===== config.mk =====
export PLATFORM = sky130hd
export DESIGN_NAME = motor_speed_sequencer_flat
export DESIGN_NICKNAME = d
export VERILOG_FILES = /design/src/rtl/motor_speed_sequencer_if.sv /design/src/rtl/motor_speed_sequencer.sv /design/src/flat_wrapper.sv
export SDC_FILE = /design/constraint.sdc
export NUM_CORES = 1
export LEC_CHECK = 0
export ABC_AREA = 1
export CAP_MARGIN = 40
export CORE_MARGIN = 2
export CORE_UTILIZATION = 54
export DETAILED_ROUTE_END_ITERATION = 7
export MAX_ROUTING_LAYER = met4
export PLACE_DENSITY = 0.78
export SYNTH_ARGS = -nofsm -noshare
export SYNTH_HDL_FRONTEND = slang
export SYNTH_SLANG_ARGS = --single-unit
export TNS_END_PERCENT = 10

===== constraint.sdc =====
create_clock -name clk -period 2.75 [get_ports clk]
set_input_delay 0.4125 -clock clk [delete_from_list [all_inputs] [get_ports clk]]
set_output_delay 0.4125 -clock clk [all_outputs]
set_load 0.03 [all_outputs]

===== src/rtl/motor_speed_sequencer_if.sv =====
// Command/feedback bundle between the host-side controller and the speed sequencer.
// master drives commands and speed feedback; slave (the sequencer) drives forces and status.
interface motor_speed_sequencer_if;
  logic       tick;
  logic       start;
  logic       stop;
  logic       clear_fault;
  logic [7:0] target;
  logic [7:0] speed_fb;
  logic [7:0] af;
  logic [7:0] bf;
  logic [2:0] state;
  logic       at_speed;
  logic       busy;
  logic       fault;

  modport master (
    output tick, start, stop, clear_fault, target, speed_fb,
    input  af, bf, state, at_speed, busy, fault
  );

  modport slave (
    input  tick, start, stop, clear_fault, target, speed_fb,
    output af, bf, state, at_speed, busy, fault
  );
endinterface


===== src/rtl/motor_speed_sequencer.sv =====
// Closed-loop af/bf sequencer: ramps force on tick toward target speed, with cruise band,
// controlled stop and stall timeout. Optional macro SOFT_STOP_EN ramps bf while stopping.
module motor_speed_sequencer #(
  parameter int STEP    = 10,
  parameter int TOL     = 2,
  parameter int AF_MAX  = 200,
  parameter int BF_MAX  = 200,
  parameter int TIMEOUT = 255
) (
  input logic                     clk,
  input logic                     rst,
  motor_speed_sequencer_if.slave  bus
);

  typedef enum logic [2:0] {
    S_IDLE     = 3'd0,
    S_ACCEL    = 3'd1,
    S_CRUISE   = 3'd2,
    S_BRAKE    = 3'd3,
    S_STOPPING = 3'd4,
    S_FAULT    = 3'd5
  } state_t;

  localparam logic [7:0]        STEP8    = 8'(STEP);
  localparam logic [7:0]        AF_MAX8  = 8'(AF_MAX);
  localparam logic [7:0]        BF_MAX8  = 8'(BF_MAX);
  localparam logic [7:0]        TIMEOUT8 = 8'(TIMEOUT);
  localparam logic signed [8:0] TOL_S    = 9'(TOL);

  state_t     state_q, state_d;
  logic [7:0] af_q, af_d;
  logic [7:0] bf_q, bf_d;
  logic [7:0] cnt_q, cnt_d;
  logic       at_speed_q, busy_q, fault_q;

  logic signed [8:0] err;
  logic              in_band, err_pos, err_neg;
  logic [7:0]        cnt_inc;
  logic              timed_out;

  // 9-bit sum catches the carry so a saturated force can never wrap past 255.
  function automatic logic [7:0] ramp(input logic [7:0] v, input logic [7:0] lim);
    logic [8:0] s;
    s = {1'b0, v} + {1'b0, STEP8};
    if (s > {1'b0, lim}) ramp = lim;
    else                 ramp = s[7:0];
  endfunction

  assign err       = $signed({1'b0, bus.target}) - $signed({1'b0, bus.speed_fb});
  assign in_band   = (err <= TOL_S) && (err >= -TOL_S);
  assign err_pos   = !err[8] && !in_band;
  assign err_neg   = err[8] && !in_band;
  assign cnt_inc   = cnt_q + 8'd1;
  assign timed_out = (cnt_inc == TIMEOUT8);

  always_comb begin
    state_d = state_q;
    af_d    = af_q;
    bf_d    = bf_q;
    cnt_d   = cnt_q;

    case (state_q)
      S_IDLE: begin
        af_d = 8'd0;
        bf_d = 8'd0;
        if (bus.tick && bus.start && (bus.target != 8'd0)) begin
          cnt_d = 8'd0;
          if (in_band)      state_d = S_CRUISE;
          else if (err_pos) state_d = S_ACCEL;
          else              state_d = S_BRAKE;
        end
      end
      S_ACCEL: begin
        bf_d = 8'd0;
        if (bus.tick) begin
          cnt_d = cnt_inc;
          if (timed_out) begin
            state_d = S_FAULT;
            af_d    = 8'd0;
          end else if (in_band) begin
            state_d = S_CRUISE;
          end else if (err_neg) begin
            state_d = S_BRAKE;
            af_d    = 8'd0;
            cnt_d   = 8'd0;
          end else begin
            af_d = ramp(af_q, AF_MAX8);
          end
        end
      end
      S_CRUISE: begin
        bf_d = 8'd0;
        if (bus.tick) begin
          if (err_pos) begin
            state_d = S_ACCEL;
            cnt_d   = 8'd0;
          end else if (err_neg) begin
            state_d = S_BRAKE;
            af_d    = 8'd0;
            cnt_d   = 8'd0;
          end
        end
      end
      S_BRAKE: begin
        af_d = 8'd0;
        if (bus.tick) begin
          cnt_d = cnt_inc;
          if (timed_out) begin
            state_d = S_FAULT;
            bf_d    = 8'd0;
          end else if (in_band) begin
            state_d = S_CRUISE;
            bf_d    = 8'd0;
          end else if (err_pos) begin
            state_d = S_ACCEL;
            bf_d    = 8'd0;
            cnt_d   = 8'd0;
          end else begin
            bf_d = ramp(bf_q, BF_MAX8);
          end
        end
      end
      S_STOPPING: begin
        af_d = 8'd0;
        if (bus.tick) begin
          if (bus.speed_fb == 8'd0) begin
            state_d = S_IDLE;
            bf_d    = 8'd0;
          end else begin
`ifdef SOFT_STOP_EN
            bf_d = ramp(bf_q, BF_MAX8);
`else
            bf_d = BF_MAX8;
`endif
          end
        end
      end
      S_FAULT: begin
        af_d = 8'd0;
        bf_d = 8'd0;
        if (bus.clear_fault) state_d = S_IDLE;
      end
      default: begin
        state_d = S_IDLE;
        af_d    = 8'd0;
        bf_d    = 8'd0;
      end
    endcase

    // stop overrides whatever the tick decided this cycle, including a timeout.
    if (bus.stop && (state_q == S_ACCEL || state_q == S_CRUISE || state_q == S_BRAKE)) begin
      state_d = S_STOPPING;
      af_d    = 8'd0;
      cnt_d   = cnt_q;
`ifdef SOFT_STOP_EN
      bf_d    = 8'd0;
`else
      bf_d    = BF_MAX8;
`endif
    end
  end

  always_ff @(posedge clk) begin
    if (rst) begin
      state_q    <= S_IDLE;
      af_q       <= 8'd0;
      bf_q       <= 8'd0;
      cnt_q      <= 8'd0;
      at_speed_q <= 1'b0;
      busy_q     <= 1'b0;
      fault_q    <= 1'b0;
    end else begin
      state_q    <= state_d;
      af_q       <= af_d;
      bf_q       <= bf_d;
      cnt_q      <= cnt_d;
      at_speed_q <= (state_d == S_CRUISE);
      busy_q     <= (state_d != S_IDLE);
      fault_q    <= (state_d == S_FAULT);
    end
  end

  assign bus.af       = af_q;
  assign bus.bf       = bf_q;
  assign bus.state    = state_q;
  assign bus.at_speed = at_speed_q;
  assign bus.busy     = busy_q;
  assign bus.fault    = fault_q;

endmodule

===== src/flat_wrapper.sv =====
// flat-port wrapper written by rule: the top's interface ports become plain ports
module motor_speed_sequencer_flat 
#(
  parameter int STEP    = 10,
  parameter int TOL     = 2,
  parameter int AF_MAX  = 200,
  parameter int BF_MAX  = 200,
  parameter int TIMEOUT = 255
)
  (clk, rst, bus_tick, bus_start, bus_stop, bus_clear_fault, bus_target, bus_speed_fb, bus_af, bus_bf, bus_state, bus_at_speed, bus_busy, bus_fault);
  motor_speed_sequencer_if bus_i ();
  input logic clk;
  input logic rst;
  input wire logic [$bits(bus_i.tick)-1:0] bus_tick;
  input wire logic [$bits(bus_i.start)-1:0] bus_start;
  input wire logic [$bits(bus_i.stop)-1:0] bus_stop;
  input wire logic [$bits(bus_i.clear_fault)-1:0] bus_clear_fault;
  input wire logic [$bits(bus_i.target)-1:0] bus_target;
  input wire logic [$bits(bus_i.speed_fb)-1:0] bus_speed_fb;
  output wire logic [$bits(bus_i.af)-1:0] bus_af;
  output wire logic [$bits(bus_i.bf)-1:0] bus_bf;
  output wire logic [$bits(bus_i.state)-1:0] bus_state;
  output wire logic [$bits(bus_i.at_speed)-1:0] bus_at_speed;
  output wire logic [$bits(bus_i.busy)-1:0] bus_busy;
  output wire logic [$bits(bus_i.fault)-1:0] bus_fault;
  assign bus_i.tick = bus_tick;
  assign bus_i.start = bus_start;
  assign bus_i.stop = bus_stop;
  assign bus_i.clear_fault = bus_clear_fault;
  assign bus_i.target = bus_target;
  assign bus_i.speed_fb = bus_speed_fb;
  assign bus_af = bus_i.af;
  assign bus_bf = bus_i.bf;
  assign bus_state = bus_i.state;
  assign bus_at_speed = bus_i.at_speed;
  assign bus_busy = bus_i.busy;
  assign bus_fault = bus_i.fault;
  motor_speed_sequencer #(.STEP(STEP), .TOL(TOL), .AF_MAX(AF_MAX), .BF_MAX(BF_MAX), .TIMEOUT(TIMEOUT)) u_core (.clk(clk), .rst(rst), .bus(bus_i));
endmodule

==> reports/metrics.csv <==
stage,metric,value,unit
global_routing,first-pass GRT wire length,11.20,mm
finish,share of cells above drive strength 1,14.05,%
worst_setup_path,critical path required time,2.96,ns
timing,final worst slack,0.1961,ns
finish,Finished Layout Cells,545,
floorplan,row count,25,
yosys,synth warn,0,
timing,fin crit period,2.554,ns
place,Detail Placement HPWL,5.000,mm
status,status,"finished, final reports clean",
routing,metal2 WL,3.140,mm
floorplan,chip width,73.27,µm
cts,Worst-path clk slew,0.06,ns
yosys,sequential share of the synthesized area,22.40,%
global_routing,Overflow after GRT,0,
cts,hold_buf cts,0,
floorplan,Initial Util,55.60,%
global_routing,vias in the first global route,2687,
routing,met1 WL,3.013,mm
worst_setup_path,worst r2r src,u_core.cnt_q[1]$_SDFFE_PP0P_,
floorplan,core area,4661,µm²
cts,CTS tree,done,
yosys,Synth area leader,dfxtp_1,
place,Placed Cells,533,
routing,Initial DRT Pass Iterations,4,
hold_path,Worst Hold Path EP,u_core.bus.bf[0]$_SDFFE_PP0P_,
worst_setup_path,R2R cell count,14,
global_routing,largest net degree at the start of global routing,12,
yosys,Syn Nets,461,
place,PortBufs,42,
floorplan,Die ar.,5368,µm²
routing,Routed wire per std cell,11.96,µm
cts,clock sinks,29,
finish,Reg area,580.6,µm²
cts,root buffer cell,clkbuf_8,
hold_path,startpoint of the worst hold path,u_core.bus.bf[0]$_SDFFE_PP0P_,
yosys,post-synth cell types,38,
hold_path,Min-Delay Path Class,reg -> reg,
routing,residual DRC count,0,
finish,most frequent cells in the layout,"102 x nand2_1, 64 x inv_1, 52 x nor2_1",
yosys,"flops & latches, synth",29,
routing,vias per cell,5.239,
worst_setup_path,worst r2r dst,u_core.bus.af[7]$_SDFFE_PP0P_,
cts,CTS H-tree lvls,2,
routing,Initial DRC Count,124,
pwr,Peak VDD IR,0.4532,mV
pwr,Power Density,561.6,nW/µm²
cts,clock latency on the worst-skew pair,0.28,ns
worst_setup_path,Worst setup EP type,register,
run,MaxCap Viol Count,0,
floorplan,Top Ports,44,
timing,clk_skew,0.004555,ns
finish,"most common cell after layout, fill and taps aside",nand2_1,
routing,WL met3,291,µm
worst_setup_path,critical path peak fanout,7,
yosys,share of the synthesized area in the top cell type,22.40,%
pwr,Leakage,1.668,nW
place,GPL Wtd Cong,0.9140,
finish,nets,526,
worst_setup_path,"Worst Path Class, Setup",in -> reg,
yosys,synthesized area,2591,µm²
routing,total wire length,6.517,mm
timing,Fin. Hold Viols,0,
finish,Area Overhead vs Synth,30.08,%
global_routing,initial antenna violation count,0,
yosys,cell count after synthesis,425,
global_routing,Total Routing Usage GR,26.72,%
finish,fillcell total,409,
finish,multi-input logic area,1778,µm²
routing,post-route ant nets,0,
hold_path,Hold Path Stages,2,
yosys,synthesized area per cell,6.097,µm²
finish,diodes inserted,0,
routing,Vias,2855,
cts,CTS buffer count,5,
timing,fmax,391.6,MHz
cts,Max clock buf depth,2,
timing,final setup fails,0,
place,DP Worst Slack,-0.2509,ns
worst_setup_path,R2R Setup Slk,0.61,ns
yosys,largest cells by area after synthesis,"dfxtp_1 22%, nand2_1 15%, inv_1 9.4%",
timing,Tcrit/Tclk final,92.87,%
timing,Pins Over Slew Limit,0,
routing,top routing layer used,met4,
worst_setup_path,WP data arrival,2.77,ns
floorplan,die height,73.27,µm
worst_setup_path,type of origin of the critical path,input port,
## cells in the mapped netlist, drive strengths merged
library cell / n
ha: 13
or3: 2
clkbuf: 2
buf: 1
nor2: 58
a211oi: 1
nand3: 49
o21a: 1
a21boi: 1
nand2: 117
a21oi: 24
xnor2: 3
fa: 1
or2: 2
o211ai: 3
a21o: 1
conb: 1
nand4: 7
dfxtp: 29
xor2: 8
nor3: 6
inv: 68
o21ai: 18
nand3b: 4
o21bai: 2
a41oi: 1
a31oi: 1
nor3b: 1
## metal layers
layer | up-vias | global-route usage (%)
li1 | 1488 | -
met1 | 1286 | 33.36
met2 | 72 | 44.14
met3 | 9 | 4.801
met4 | 0 | 7.613
met5 | - | -
## where the power goes
part / total (mW) / leakage (nW) / switching [mW] / internal, mW
logic: 0.881 / 1.37 / 0.537 / 0.344
clock network: 0.464 / 0.0585 / 0.169 / 0.295
registers: 0.548 / 0.236 / 0.0664 / 0.482
## state kept, by name, summed over array words and instances, names as in the netlist
name / count
u_core.bus.bf: 8
u_core.bus.state: 3
u_core.bus.fault: 1
u_core.bus.at_speed: 1
u_core.bus.busy: 1
u_core.bus.af: 7
u_core.cnt_q: 8
## final cells by class
cell class              instances  share of cell area (%)
multi-input cells             325                   52.75
flip-flops and latches         29                   17.22
repair buffers                 61                   16.85
inverters                      68                   7.721
clock buffers                   7                   2.561
well taps                      54                   2.004
clock inverters                 1                  0.8909
## through the flow
step           power, mW  cell area [µm²]  hold slack, ns  setup TNS (ns)  util (%)
2_1_floorplan      1.128             2591          0.4765               0         -
3_3_place_gp       1.395             3177          0.4799          -2.230     68.16
3_5_place_dp       1.403             3177          0.4798          -4.889     68.16
4_1_cts            1.871             3293          0.4904               0     70.66
5_1_grt            2.031             3371          0.5328        -0.01154     72.32
6_report           1.893             3371          0.4900               0     72.32
## what timing repair did
| item | CTS | global route |
|---|---|---|
| gates resized for setup | 0 | 16 |
| buffers inserted | 0 | 4 |
| setup endpoints to repair | 0 | 28 |
| endpoints found under the hold margin | 0 | 0 |
## kinds of logic after synthesis
family | count (synthesis) | share of synthesized area, %
other | 1 | 0.1447
DFF | 29 | 22.40
buffers and inverters | 71 | 10.62
adders and majority gates | 14 | 7.050
AOI/OAI and AO/OA | 53 | 12.12
xor gates and xnor gates | 11 | 3.718
and+or+nand+nor | 246 | 43.94
## critical path, stage by stage
cell	delay, ns
clkdlybuf4s50_1	0.45
inv_1	0.05
ha_1	0.34
buf_4	0.12
nand2_1	0.04
inv_1	0.06
nand3_2	0.10
buf_4	0.14
nand3_1	0.06
nand2_1	0.07
nor2_2	0.14
nand2_2	0.09
nand2_4	0.13
buf_4	0.13
nand2_2	0.10
a21oi_1	0.13
o21ai_0	0.11
nor2_1	0.11
## worst max-delay path by stage
| stage | cells after the start | startpoint | slack (ns) | endpoint |
|---|---|---|---|---|
| after floorplan | 18 | bus_target[0] | 0.47 | u_core.bus.busy$_SDFF_PP0_ |
| after global placement | 16 | bus_speed_fb[0] | -0.13 | u_core.bus.af[2]$_SDFFE_PP0P_ |
| after detailed placement | 17 | bus_target[0] | -0.25 | u_core.bus.af[7]$_SDFFE_PP0P_ |
| after CTS | 17 | bus_target[0] | 0.04 | u_core.bus.af[7]$_SDFFE_PP0P_ |
| after global routing | 17 | bus_speed_fb[1] | -0.01 | u_core.bus.busy$_SDFF_PP0_ |
| final | 18 | bus_speed_fb[5] | 0.20 | u_core.bus.af[7]$_SDFFE_PP0P_ |
No activity file was read; power rests on OpenSTA's default activity.
